## src/rtl/branch_ctrl_unit.sv

```systemverilog
// Execute-stage branch/call/return controller with a hardware return-address stack.
// Resolves branches on latched ALU flags and issues a registered PC redirect to fetch.
module branch_ctrl_unit #(
    parameter int unsigned DEPTH  = 8,
    parameter logic [31:0] VECTOR = 32'h0000_0100
) (
    input  logic        clk,
    input  logic        rst_n,
    input  logic        valid,
    input  logic [4:0]  opcode,
    input  logic [1:0]  cond,
    input  logic [1:0]  alu_flags,
    input  logic [31:0] pc_plus1,
    input  logic [31:0] target,
    input  logic        irq_take,
    input  logic [31:0] irq_ret_pc,
    output logic        redirect,
    output logic [31:0] redirect_pc,
    output logic [1:0]  flags_q,
    output logic        stk_empty,
    output logic        stk_full,
    output logic        stk_err
);

    localparam int unsigned AW = $clog2(DEPTH);
    localparam int unsigned PW = AW + 1;

    localparam logic [4:0] OpBr   = 5'b00001;
    localparam logic [4:0] OpCmp  = 5'b10010;
    localparam logic [4:0] OpCall = 5'b11001;
    localparam logic [4:0] OpRet  = 5'b11010;
    localparam logic [4:0] OpReti = 5'b11011;

    logic [31:0]   mem [DEPTH];
    logic [PW-1:0] sp_q, sp_d;
    logic [1:0]    shadow_q, shadow_d;
    logic [1:0]    flags_d;
    logic          redirect_d;
    logic [31:0]   redirect_pc_d;
    logic          err_d;
    logic          push_en;
    logic [31:0]   push_data;
    logic          is_full, is_empty;
    logic [AW-1:0] top_idx;
    logic          flag_n, flag_z, taken;

    always_comb begin
        is_full  = (sp_q == PW'(DEPTH));
        is_empty = (sp_q == '0);
        top_idx  = sp_q[AW-1:0] - AW'(1);
        flag_n   = flags_q[1];
        flag_z   = flags_q[0];
        case (cond)
            2'b00:   taken = flag_z;
            2'b01:   taken = ~flag_z;
            2'b10:   taken = flag_n & ~flag_z;
            default: taken = ~flag_n & ~flag_z;
        endcase
    end

    always_comb begin
        sp_d          = sp_q;
        shadow_d      = shadow_q;
        flags_d       = flags_q;
        redirect_d    = 1'b0;
        redirect_pc_d = 32'h0;
        err_d         = stk_err;
        push_en       = 1'b0;
        push_data     = 32'h0;

        if (irq_take) begin
            // The EX instruction is dropped entirely; the controller replays it.
            redirect_d    = 1'b1;
            redirect_pc_d = VECTOR;
            shadow_d      = flags_q;
            push_data     = irq_ret_pc;
            if (is_full) begin
                err_d = 1'b1;
            end else begin
                push_en = 1'b1;
                sp_d    = sp_q + PW'(1);
            end
        end else if (valid) begin
            case (opcode)
                OpCmp: flags_d = alu_flags;
                OpBr: begin
                    redirect_d    = taken;
                    redirect_pc_d = taken ? target : 32'h0;
                end
                OpCall: begin
                    redirect_d    = 1'b1;
                    redirect_pc_d = target;
                    push_data     = pc_plus1;
                    if (is_full) begin
                        err_d = 1'b1;
                    end else begin
                        push_en = 1'b1;
                        sp_d    = sp_q + PW'(1);
                    end
                end
                OpRet, OpReti: begin
                    redirect_d = 1'b1;
                    if (opcode == OpReti) begin
                        flags_d = shadow_q;
                    end
                    if (is_empty) begin
                        err_d         = 1'b1;
                        redirect_pc_d = 32'h0;
                    end else begin
                        redirect_pc_d = mem[top_idx];
                        sp_d          = sp_q - PW'(1);
                    end
                end
                default: ;
            endcase
        end
    end

    always_ff @(posedge clk or negedge rst_n) begin
        if (!rst_n) begin
            sp_q        <= '0;
            shadow_q    <= 2'b00;
            flags_q     <= 2'b00;
            redirect    <= 1'b0;
            redirect_pc <= 32'h0;
            stk_err     <= 1'b0;
            stk_empty   <= 1'b1;
            stk_full    <= 1'b0;
        end else begin
            sp_q        <= sp_d;
            shadow_q    <= shadow_d;
            flags_q     <= flags_d;
            redirect    <= redirect_d;
            redirect_pc <= redirect_pc_d;
            stk_err     <= err_d;
            stk_empty   <= (sp_d == '0);
            stk_full    <= (sp_d == PW'(DEPTH));
        end
    end

    // Stack storage needs no reset; contents are only read below the pointer.
    always_ff @(posedge clk) begin
        if (push_en) begin
            mem[sp_q[AW-1:0]] <= push_data;
        end
    end

endmodule

```

## config.mk

```make
export PLATFORM = sky130hd
export DESIGN_NAME = branch_ctrl_unit
export DESIGN_NICKNAME = d
export VERILOG_FILES = /design/src/rtl/branch_ctrl_unit.sv
export SDC_FILE = /design/constraint.sdc
export NUM_CORES = 1
export LEC_CHECK = 0
export CAP_MARGIN = 30
export CORE_AREA = 2 2 137 153
export CTS_BUF_LIST = sky130_fd_sc_hd__clkbuf_16
export CTS_CLUSTER_DIAMETER = 150
export DETAILED_ROUTE_END_ITERATION = 8
export DIE_AREA = 0 0 139 155
export PLACE_DENSITY = 0.94
export SLEW_MARGIN = 15
export SYNTH_ARGS = -nofsm -noshare
export SYNTH_HDL_FRONTEND = slang
export SYNTH_SLANG_ARGS = --single-unit
```

## constraint.sdc

```tcl
create_clock -name clk -period 12.3 [get_ports clk]
set_input_delay 1.23 -clock clk [delete_from_list [all_inputs] [get_ports clk]]
set_output_delay 1.23 -clock clk [all_outputs]
set_load 0.01 [all_outputs]
```

==> out/metrics.csv <==
stage,metric,value,unit
run_status,status,completed,
global_route,pin count of the biggest net entering global routing,68,
power,Max VDD drop,0.182,mV
sta,Final min period,3630,ps
clock_network,clock buffer count from CTS,28,
sta,final hold violation count,0,
global_route,vias in the first global route,7089,
sta,final setup fails,0,
final_layout,net count reported at finish,849,
floorplanning,Initial Util,59.0,%
clock_network,CTS H-tree lvls,1,
logic_synthesis,top_reg_cell synth,edfxtp_1,
clock_network,CTS tree,done,
floorplanning,Ports,147,
detailed_routing,DR top layer,met4,
detailed_routing,met1 WL,9970,um
placement,IO buf count,146,
clock_network,clock root buffer,clkbuf_16,
final_layout,FF/Latch Area,8790,um^2
floorplanning,die height,155,um
logic_synthesis,Syn. warnings,0,
clock_network,hold-fix buffers at CTS,0,
critical_path,CP Launch Type,primary input,
sta,Max Fclk,275,MHz
clock_network,Setup Buffers After CTS,0,
logic_synthesis,Synth top area share,64.9,%
power,Power Total,3.16,mW
logic_synthesis,Mapped Cells,583,
floorplanning,Rows,55,
final_layout,# diodes,0,
run,Max-Cap Viols,0,
detailed_routing,wire length on met2,15100,um
power,Pleak,5.01,nW
logic_synthesis,post-synth cell types,46,
logic_synthesis,ys async rst share,14.7,%
clock_network,clock slew at reported path FFs,60,ps
floorplanning,Die Span X,139,um
global_route,antenna violations before repair,0,
logic_synthesis,Yosys reg bits,300,
detailed_routing,via count,6741,
floorplanning,Core Box Area,20100,um^2
logic_synthesis,register area share after synthesis,74.2,%
critical_path,Critical Path AT,3870,ps
hold_path,Worst Hold Class,flip-flop to flip-flop,
detailed_routing,"antenna viol nets, final",0,
detailed_routing,vias per inst,6.64,
sta,fin. max-slew vios,0,
placement,placed insts,961,
clock_network,worst skew pair latency,550,ps
detailed_routing,DR iter-0 viols,673,
critical_path,worst path required time,12540,ps
logic_synthesis,Post-Syn Nets,694,
critical_path,critical path class,primary input to flip-flop,
logic_synthesis,synth cell count leaders,"edfxtp_1 (256), mux4_2 (64), dfrtp_1 (43)",
floorplanning,DIE AREA,21500,um^2
final_layout,proportion of layout cells with a drive suffix above 1,19.4,%
sta,RSZ-0062 raised after global routing,no,
logic_synthesis,number of flops mapped to enable cells by yosys,256,
final_layout,final std cells w/o fill,1015,
clock_network,TritonCTS Sinks,300,
placement,routability cong.,0.800,
critical_path,Setup crit end kind,flip-flop,
sta,Setup TNS,0,ps
critical_path,CP max FO,17,
logic_synthesis,synth top area cells,"edfxtp_1 (65%), mux4_2 (12%), dfrtp_1 (9.1%)",
sta,Max-Slew Margin vs Limit,33.6,%
detailed_routing,WL/cell,28.3,um
global_route,global route overflow,0,
logic_synthesis,largest area contributor in the netlist,edfxtp_1,
clock_network,Max clock buf depth,3,
sta,final period utilization,29.5,%
final_layout,# fillers,1061,
detailed_routing,final wirelength,28700,um
global_route,Total GRT Usage,26.6,%
sta,worst-margin pin slew,994,ps
logic_synthesis,synthesized area,11800,um^2
final_layout,multi-input logic area,2980,um^2
final_layout,Area growth syn-to-layout,23.6,%
clock_network,Resize count post-CTS,0,
placement,post-DP HPWL,16300,um
detailed_routing,DRC viols,0,
power,total power per unit cell area,216,nW/um^2
logic_synthesis,syn avg cell area,20.3,um^2
global_route,first-pass GRT wire length,42800,um
final_layout,Layout Utilization,72.9,%
sta,clock skew,17.7,ps
detailed_routing,DRT Pass-1 Iters,6,
logic_synthesis,"count leader, synth",edfxtp_1,
detailed_routing,met3 routed WL,2340,um
-- sequential cells by signal (all words and copies together) (netlist names) --
register / flops
mem: 256
redirect_pc: 32
sp_q: 4
flags_q: 2
shadow_q: 2
redirect: 1
stk_empty: 1
stk_err: 1
stk_full: 1
-- critical path, cell delays in order --
cell             delay [ps]
clkdlybuf4s50_1         580
nor2b_1                 400
a21oi_1                 280
or3_1                   570
nor2_4                  570
buf_16                  240
-- per-stage QoR --
step | setup slack [ps] | hold slack [ps] | area (um^2)
global route | 8590 | 522 | 14600
detailed placement | 7970 | 481 | 13700
global placement | 8100 | 471 | 13600
finish | 8670 | 481 | 14600
floorplan | 7420 | 480 | 11800
CTS | 8510 | 494 | 14600
-- cells in the final DEF (no fill, tap or decap), drive strengths merged, types with 3 or more instances in the layout --
cell type / count
clkinv: 17
nand2: 8
xnor2: 4
inv: 6
nand2b: 3
o21ai: 8
a21oi: 5
nor2: 13
clkbuf: 29
edfxtp: 256
nor3: 7
mux4: 64
mux2i: 34
o2bb2ai: 31
buf: 15
clkdlybuf4s50: 144
dfrtp: 43
nand3: 8
a22o: 32
-- logic make-up after synthesis --
kind of cell / after synthesis / synth area share (%)
AOI/OAI and AO/OA: 85 / 5.86
xor gates and xnor gates: 5 / 0.370
adders and majority gates: 2 / 0.211
buffers and inverters: 37 / 1.53
DFF: 300 / 74.2
muxes: 100 / 15.2
and+or+nand+nor: 54 / 2.60
-- layout make-up --
type	count	area share, %
sequential	300	60.1
multi-input combinational	246	20.3
timing repair buffer	159	11.3
clock buffer	29	4.96
tap	256	2.19
clock inverter	22	1.09
inverter	3	0.0769
-- final timing paths --
kind	start	end	slack (ps)	cells after the start
min	stk_err$_DFFE_PN0P_	stk_err$_DFFE_PN0P_	480	1
max	opcode[1]	mem[2][10]$_DFFE_PP_	8670	6
min reg2reg	stk_err$_DFFE_PN0P_	stk_err$_DFFE_PN0P_	480	1
min in group asynchronous	rst_n	redirect_pc[2]$_DFF_PN0_	820	2
max reg2reg	sp_q[0]$_DFF_PN0_	mem[2][10]$_DFFE_PP_	9050	6
max in group asynchronous	rst_n	sp_q[0]$_DFF_PN0_	11000	2
-- metal layers --
metal,global-route usage (%),up-vias
met2,46.8,465
met5,0,-
met3,4.59,101
li1,-,2746
met1,32.5,3429
met4,12.7,0
-- report_power, final --
part           switching [mW]  total, mW  internal, mW
clock network           0.365      0.833         0.468
registers              0.0835       1.34          1.25
logic                   0.506      0.991         0.485
total                   0.955       3.16          2.21
Note: power is estimated with default switching activity, not from simulation.
